`config.mk`:
```
export PLATFORM = sky130hd
export DESIGN_NAME = out_port_buffered
export DESIGN_NICKNAME = d
export VERILOG_FILES = /design/src/rtl/out_port_buffered.sv
export SDC_FILE = /design/constraint.sdc
export NUM_CORES = 1
export LEC_CHECK = 0
export ABC_AREA = 1
export CAP_MARGIN = 10
export CORE_MARGIN = 10
export CORE_UTILIZATION = 45
export CTS_CLUSTER_DIAMETER = 200
export CTS_CLUSTER_SIZE = 10
export DETAILED_ROUTE_END_ITERATION = 7
export PLACE_DENSITY = 0.67
export SLEW_MARGIN = 20
export SYNTH_ARGS = -nofsm -noshare
export SYNTH_HDL_FRONTEND = slang
export SYNTH_SLANG_ARGS = --single-unit
```
`constraint.sdc`:
```
create_clock -name iClk -period 4.6 [get_ports iClk]
set_clock_uncertainty 0.2 [all_clocks]
set_input_delay 0.92 -clock iClk [delete_from_list [all_inputs] [get_ports iClk]]
set_output_delay 0.92 -clock iClk [all_outputs]
set_load 0.01 [all_outputs]
```
`src/rtl/out_port_buffered.sv`:
```
// Buffered output port: W-bus writes queue in a FIFO and drain either as a
// parallel word under valid/ack or as an LSB-first serial stream.
module out_port_buffered #(
    parameter int unsigned WIDTH = 8,
    parameter int unsigned DEPTH = 4
) (
    input  logic                     iClk,
    input  logic                     iReset,
    input  logic [WIDTH-1:0]         iData,
    input  logic                     iLoad,
    input  logic                     iMode,
    input  logic                     iAck,
    input  logic                     iClrOvf,
    output logic [WIDTH-1:0]         oData,
    output logic                     oValid,
    output logic                     oSerial,
    output logic                     oSerValid,
    output logic                     oSerLast,
    output logic                     oFull,
    output logic                     oEmpty,
    output logic [$clog2(DEPTH):0]   oCount,
    output logic                     oOverflow
);

    localparam int unsigned PTR_W = $clog2(DEPTH);
    localparam int unsigned CNT_W = PTR_W + 1;
    localparam int unsigned BIT_W = $clog2(WIDTH);

    typedef enum logic [1:0] {
        IDLE = 2'd0,
        PAR  = 2'd1,
        SER  = 2'd2
    } state_t;

    state_t             state;
    state_t             state_next;
    logic [WIDTH-1:0]   mem [DEPTH];
    logic [PTR_W-1:0]   wr_ptr;
    logic [PTR_W-1:0]   rd_ptr;
    logic [CNT_W-1:0]   count_next;
    logic [WIDTH-1:0]   shreg;
    logic [WIDTH-1:0]   shreg_next;
    logic [BIT_W-1:0]   bit_cnt;
    logic [BIT_W-1:0]   bit_cnt_next;
    logic [WIDTH-1:0]   data_next;
    logic               valid_next;
    logic               ser_valid_next;
    logic               ser_last_next;
    logic               push;
    logic               pop;

    // Full is the registered pre-edge status, so a load while full is dropped
    // even when a pop frees a slot at the same edge.
    assign push = iLoad && !oFull;

    // Shift register empties to zero by the end of a word, so the serial line idles low.
    assign oSerial = shreg[0];

    always_comb begin
        state_next     = state;
        shreg_next     = shreg;
        bit_cnt_next   = bit_cnt;
        data_next      = oData;
        valid_next     = oValid;
        ser_valid_next = oSerValid;
        ser_last_next  = oSerLast;
        pop            = 1'b0;
        case (state)
            IDLE: begin
                if (!oEmpty) begin
                    pop = 1'b1;
                    if (!iMode) begin
                        data_next  = mem[rd_ptr];
                        valid_next = 1'b1;
                        state_next = PAR;
                    end else begin
                        shreg_next     = mem[rd_ptr];
                        bit_cnt_next   = '0;
                        ser_valid_next = 1'b1;
                        ser_last_next  = 1'b0;
                        state_next     = SER;
                    end
                end
            end
            PAR: begin
                if (iAck) begin
                    valid_next = 1'b0;
                    state_next = IDLE;
                end
            end
            SER: begin
                shreg_next   = shreg >> 1;
                bit_cnt_next = bit_cnt + 1'b1;
                if (bit_cnt == BIT_W'(WIDTH - 1)) begin
                    ser_valid_next = 1'b0;
                    ser_last_next  = 1'b0;
                    state_next     = IDLE;
                end else begin
                    ser_last_next = (bit_cnt == BIT_W'(WIDTH - 2));
                end
            end
            default: begin
                state_next = IDLE;
            end
        endcase
    end

    always_comb begin
        count_next = oCount + CNT_W'(push) - CNT_W'(pop);
    end

    always_ff @(posedge iClk) begin
        if (push) begin
            mem[wr_ptr] <= iData;
        end
    end

    always_ff @(posedge iClk) begin
        if (iReset) begin
            state     <= IDLE;
            wr_ptr    <= '0;
            rd_ptr    <= '0;
            oCount    <= '0;
            oFull     <= 1'b0;
            oEmpty    <= 1'b1;
            oOverflow <= 1'b0;
            shreg     <= '0;
            bit_cnt   <= '0;
            oData     <= '0;
            oValid    <= 1'b0;
            oSerValid <= 1'b0;
            oSerLast  <= 1'b0;
        end else begin
            state     <= state_next;
            shreg     <= shreg_next;
            bit_cnt   <= bit_cnt_next;
            oData     <= data_next;
            oValid    <= valid_next;
            oSerValid <= ser_valid_next;
            oSerLast  <= ser_last_next;
            oCount    <= count_next;
            oFull     <= (count_next == CNT_W'(DEPTH));
            oEmpty    <= (count_next == '0);
            if (push) begin
                wr_ptr <= wr_ptr + 1'b1;
            end
            if (pop) begin
                rd_ptr <= rd_ptr + 1'b1;
            end
            // A new overflow takes priority over a simultaneous clear.
            if (iLoad && oFull) begin
                oOverflow <= 1'b1;
            end else if (iClrOvf) begin
                oOverflow <= 1'b0;
            end
        end
    end

endmodule

```
After elaboration in Yosys (flattened, before gate mapping)
Memories as Yosys holds them, arrays and structs flattened. A register that Yosys moved wholly into a read port is not among the register bits.
Cells that the tools add are included.
- flip-flop bits (word level): 34
- bits in writable memories: 32
- input port bits: 14
- output and inout port bits: 18
- word-level logic and storage cells: 75
- memories kept: 1
- memories (memory ; depth ; bits a word ; read ports ; clocked after memory_dff ; wr ports ; RTL line ; RTL):
    mem ; 4 ; 8 ; 1 ; 1 ; 1 ; 37 ; logic [WIDTH-1:0] mem [DEPTH];
- add/sub/neg operators: 5
- equal/unequal tests: 10
- multiplexer cells: 31
- bitwise logic cells: 2
- reduce and logical (&&, ||, !) cells: 13
- operators by type and width (kind ; count):
    2-to-1 mux 8 bit ; 2
    case mux 8 bit (2 select lines) ; 1
    2-to-1 mux 1 bit ; 15
    2-to-1 mux 2 bit ; 6
    inequality test 2 bit, second input constant ; 5
    equality test 3 bit, second input constant ; 3
    AND reduction 3 bit ; 3
    AND reduction 4 bit ; 2
    2-to-1 mux 3 bit ; 2
    case mux 1 bit (2 select lines) ; 3
    case mux 2 bit (3 select lines) ; 1
    case mux 3 bit (2 select lines) ; 1
    nonzero test 2 bit ; 3
    adder 2 x 1 -> 2 bit, second input constant ; 2
    adder 3 x 1 -> 3 bit ; 1
    adder 3 x 1 -> 3 bit, second input constant ; 1
    zero test 3 bit ; 1
    subtractor 3 x 1 -> 3 bit ; 1
    equality test 2 x 1 -> 1 bit, second input constant ; 1
    equality test 2 bit, second input constant ; 1
    logical AND 1 bit ; 2
    zero test 2 bit ; 1
    NOT 1 bit ; 2
    zero test 1 bit ; 1

Longest topological paths before layout
- depth after elaboration: 5
- gate-level depth with buffers: 12
- depth with buffers taken out: 12

Worst setup path before layout
OpenSTA, ideal clock, no wires.
- kind: input port to flip-flop
- start point: in iLoad
- end point: reg oEmpty
- arrival time: 2253 ps
- data required time: 4286 ps
- path slack: 2033 ps
- cell stages on the path: 10
- path buffers: 0
- cells stage by stage: nand2_1 ha_1 inv_1 ha_1 inv_1 fa_1 nand2_1 inv_1 nor2_1 nor2_1
- cells in the longest elaborated chain, start to end: 4
- ends and longest elaborated chain (item ; RTL line ; RTL):
    start, declared ; 10 ; input logic iLoad,
    logical AND 1 bit ; 54 ; assign push = iLoad && !oFull;
    adder 3 x 1 -> 3 bit ; 109 ; count_next = oCount + CNT_W'(push) - CNT_W'(pop);
    subtractor 3 x 1 -> 3 bit ; 109 ;
    zero test 3 bit ; 143 ; oEmpty <= (count_next == '0);
    end signal, assigned ; 143 ;
    end, declared ; 20 ; output logic oEmpty,
Every way passes these cells.
A chain may end at the register's enable or synchronous reset.

Worst setup path in the final report
Same ends and word-level chain as after synthesis.

==> flow_summary.ini <==
[synthesis]
syn_area_um2 = 2880
ys_types = 25
synth_top_area_frac = 0.334
netlist_instances = 313
synth_flop_cell = dfxtp_1
synth_edf_count = 32
synthArstFlopShare = 0
syn_avg_cell_area_um2 = 9.19
synth_top_cell_by_area = edfxtp_1
yosysSeqAreaShare = 0.585
synth_area_leaders = edfxtp_1 (33%), dfxtp_1 (25%), nand2_1 (8.4%)
synth_seq_cells = 68
synth_nets = 337
yosysWarnings = 0

[critical_path]
crit_family = adder cells
arrival_ns = 2.89
crit_type = in -> reg
endpoint_kind = flip-flop
startpoint = iLoad
worst-path-stages = 11
crit_required_ns = 4.64
cp-endpoint = oEmpty
r2r_setup_slack_ns = 2.33
cp_slowest_stage_delay_ns = 0.48
crit_slowest_cell = clkdlybuf4s50_1
reg2reg_to = oEmpty
reg2reg_from = state[0]
path_buf_inv = 4
start_kind = primary input
path_common_cell = inv_1
path_max_fanout = 9
worstPathCellList = clkdlybuf4s50_1 > nand2_1 > ha_1 > inv_1 > ha_1 > inv_1 > fa_1 > nand2_1 > inv_1 > nor2_1 > nor2_1
r2r.worst_path.cells = 12

[sta]
tightestPinTransition_ns = 0.832
hold_viol_final = 0
setup_tns_ns = 0
rsz0062_at_grt = false
setup_viol = 0
drv_slew = 0
period_share = 0.620
fin_crit_ns = 2.85
slew_headroom = 0.443
fmax_ghz = 0.351

[route]
dr.max_layer_used = met4
wl_met1_mm = 2.55
wl_per_cell_um = 13.2
drcViolationCount = 0
drt_iter0_markers = 55
wl_met3_um = 324
wl_met2_mm = 2.73
wl_mm = 5.66
dr_total_vias = 2047
firstDrtPassIters = 5
viasPerCell = 4.77
ant_nets = 0

[flow_run]
max_cap_violations = 0

[die]
core-area_um2 = 6280
die_h_um = 99.9
die_x_um = 99.9
die_area_um2 = 9990
initial_core_util = 0.458
ioPinCount = 32
rows = 29

[clock_tree]
insertion_delay_ns = 0.34
cts_buffers = 9
cts_sinks = 68
post_cts_buffers = 0
cts_tree = built
cts_resized = 0
clk_pin_slew_ns = 0.07
max-clock-path-buffers = 2
htreeDepth = 3
cts_hold_buffers = 0
root_buffer = clkbuf_8

[power_and_ir_drop]
power_frac_seq = 0.416
clkPwrFrac = 0.257
p_int_mw = 1.35
power_leakage_nw = 1.42
comb_power_share = 0.327
power_mw = 2.08
p_sw_mw = 0.728
power.share.switching = 0.350
ir_worst_vdd_mv = 0.298
powerDensity_nw_per_um2 = 603

[outcome]
status = complete, no violations

[grt]
grt_pass1_vias = 1940
grt_start_max_net_pins = 24
track_usage = 0.117
grt_pass1_wl_mm = 9.14
grt_antenna_before_repair = 0
grt-ovfl-total = 0

[placement]
place.gp.congestion = 0.809
port_buffers = 31
dp_hpwl_mm = 3.80

[finish]
fin_nets = 371
n_antenna_cell = 0
multi_input_area_um2 = 975
nFillCells = 602
layout-drive-gt1-share = 0.0938
final_cell_mix = nand2_1 (64), inv_1 (40), nor2_1 (39), dfxtp_1 (36), edfxtp_1 (32)
layout.cells.most_common = nand2_1
regArea_um2 = 1680
area_delta_synth_final_pct = 19.9

[worst_hold_path]
hp-class = reg -> reg
worst min path at each step:
stage	to	startpoint	cells past startpoint	slack [ns]
2_1_floorplan	shreg[7]	shreg[7]	2	0.25
3_3_place_gp	oOverflow	oOverflow	2	0.25
3_5_place_dp	oOverflow	oOverflow	2	0.25
4_1_cts	oOverflow	oOverflow	2	0.26
5_1_grt	oSerLast	oSerLast	2	0.29
6_report	oOverflow	oOverflow	2	0.26
cell usage after synthesis, types with 3 or more instances:
library cell	instances
nand3_1	27
inv_1	40
nor3_1	3
nand2_1	64
o21ai_0	12
nor2_1	39
inv_2	3
a21oi_1	22
dfxtp_1	36
clkbuf_1	3
nand2_2	3
ha_1	9
a21oi_2	6
buf_2	4
edfxtp_1	32
stage by stage:
step	hold WS, ns	setup slack [ns]	cell area [um2]	utilization	std cells
5_1_grt	0.287	1.55	3450	0.549	429
4_1_cts	0.264	1.75	3450	0.549	429
6_report	0.261	1.75	3450	0.549	429
3_3_place_gp	0.247	1.44	3230	0.515	413
2_1_floorplan	0.251	2.03	2880	-	313
3_5_place_dp	0.254	1.39	3230	0.515	413
logic make-up (layout without fill, tap and decap cells):
kind of cell	count (synthesis)	count (layout)	synth area share
DFF	68	68	0.585
buffers and inverters	52	91	0.0761
and+or+nand+nor	140	140	0.205
adders and majority gates	10	10	0.0461
AOI/OAI and AO/OA	43	43	0.0875
layer usage:
layer | vias to the layer above | track usage
met5 | - | 0
met4 | 0 | 0.0474
met3 | 8 | 0.0426
met2 | 45 | 0.188
met1 | 921 | 0.138
li1 | 1073 | -
area by class of cell:
type / instances / area share
Clock buffer: 10 / 0.0370
Clock inverter: 6 / 0.0258
Inverter: 43 / 0.0468
Multi-Input combinational cell: 193 / 0.283
Sequential cell: 68 / 0.488
Tap cell: 77 / 0.0279
Timing Repair Buffer: 32 / 0.0922
worst min-delay path, stage by stage, from the launching register on:
cell and delay, ns:
dfxtp_1 0.31, nand2_1 0.06, a21oi_1 0.05
power by group through the flow:
stage / sequential (mW) / clock, mW / combinational [mW]
2_1_floorplan: 0.871 / 0 / 0.477
3_3_place_gp: 0.878 / 0 / 0.668
3_5_place_dp: 0.882 / 0 / 0.684
4_1_cts: 0.868 / 0.547 / 0.687
5_1_grt: 0.883 / 0.576 / 0.782
6_report: 0.865 / 0.534 / 0.679
registers in the layout (all words and copies together), names as in the netlist, 2 cells and up, named ones only:
register  cells
bit_cnt       3
mem          32
wr_ptr        2
shreg         8
rd_ptr        2
oCount        3
oData         8
state         2
Power figures use the tool's default switching activity.
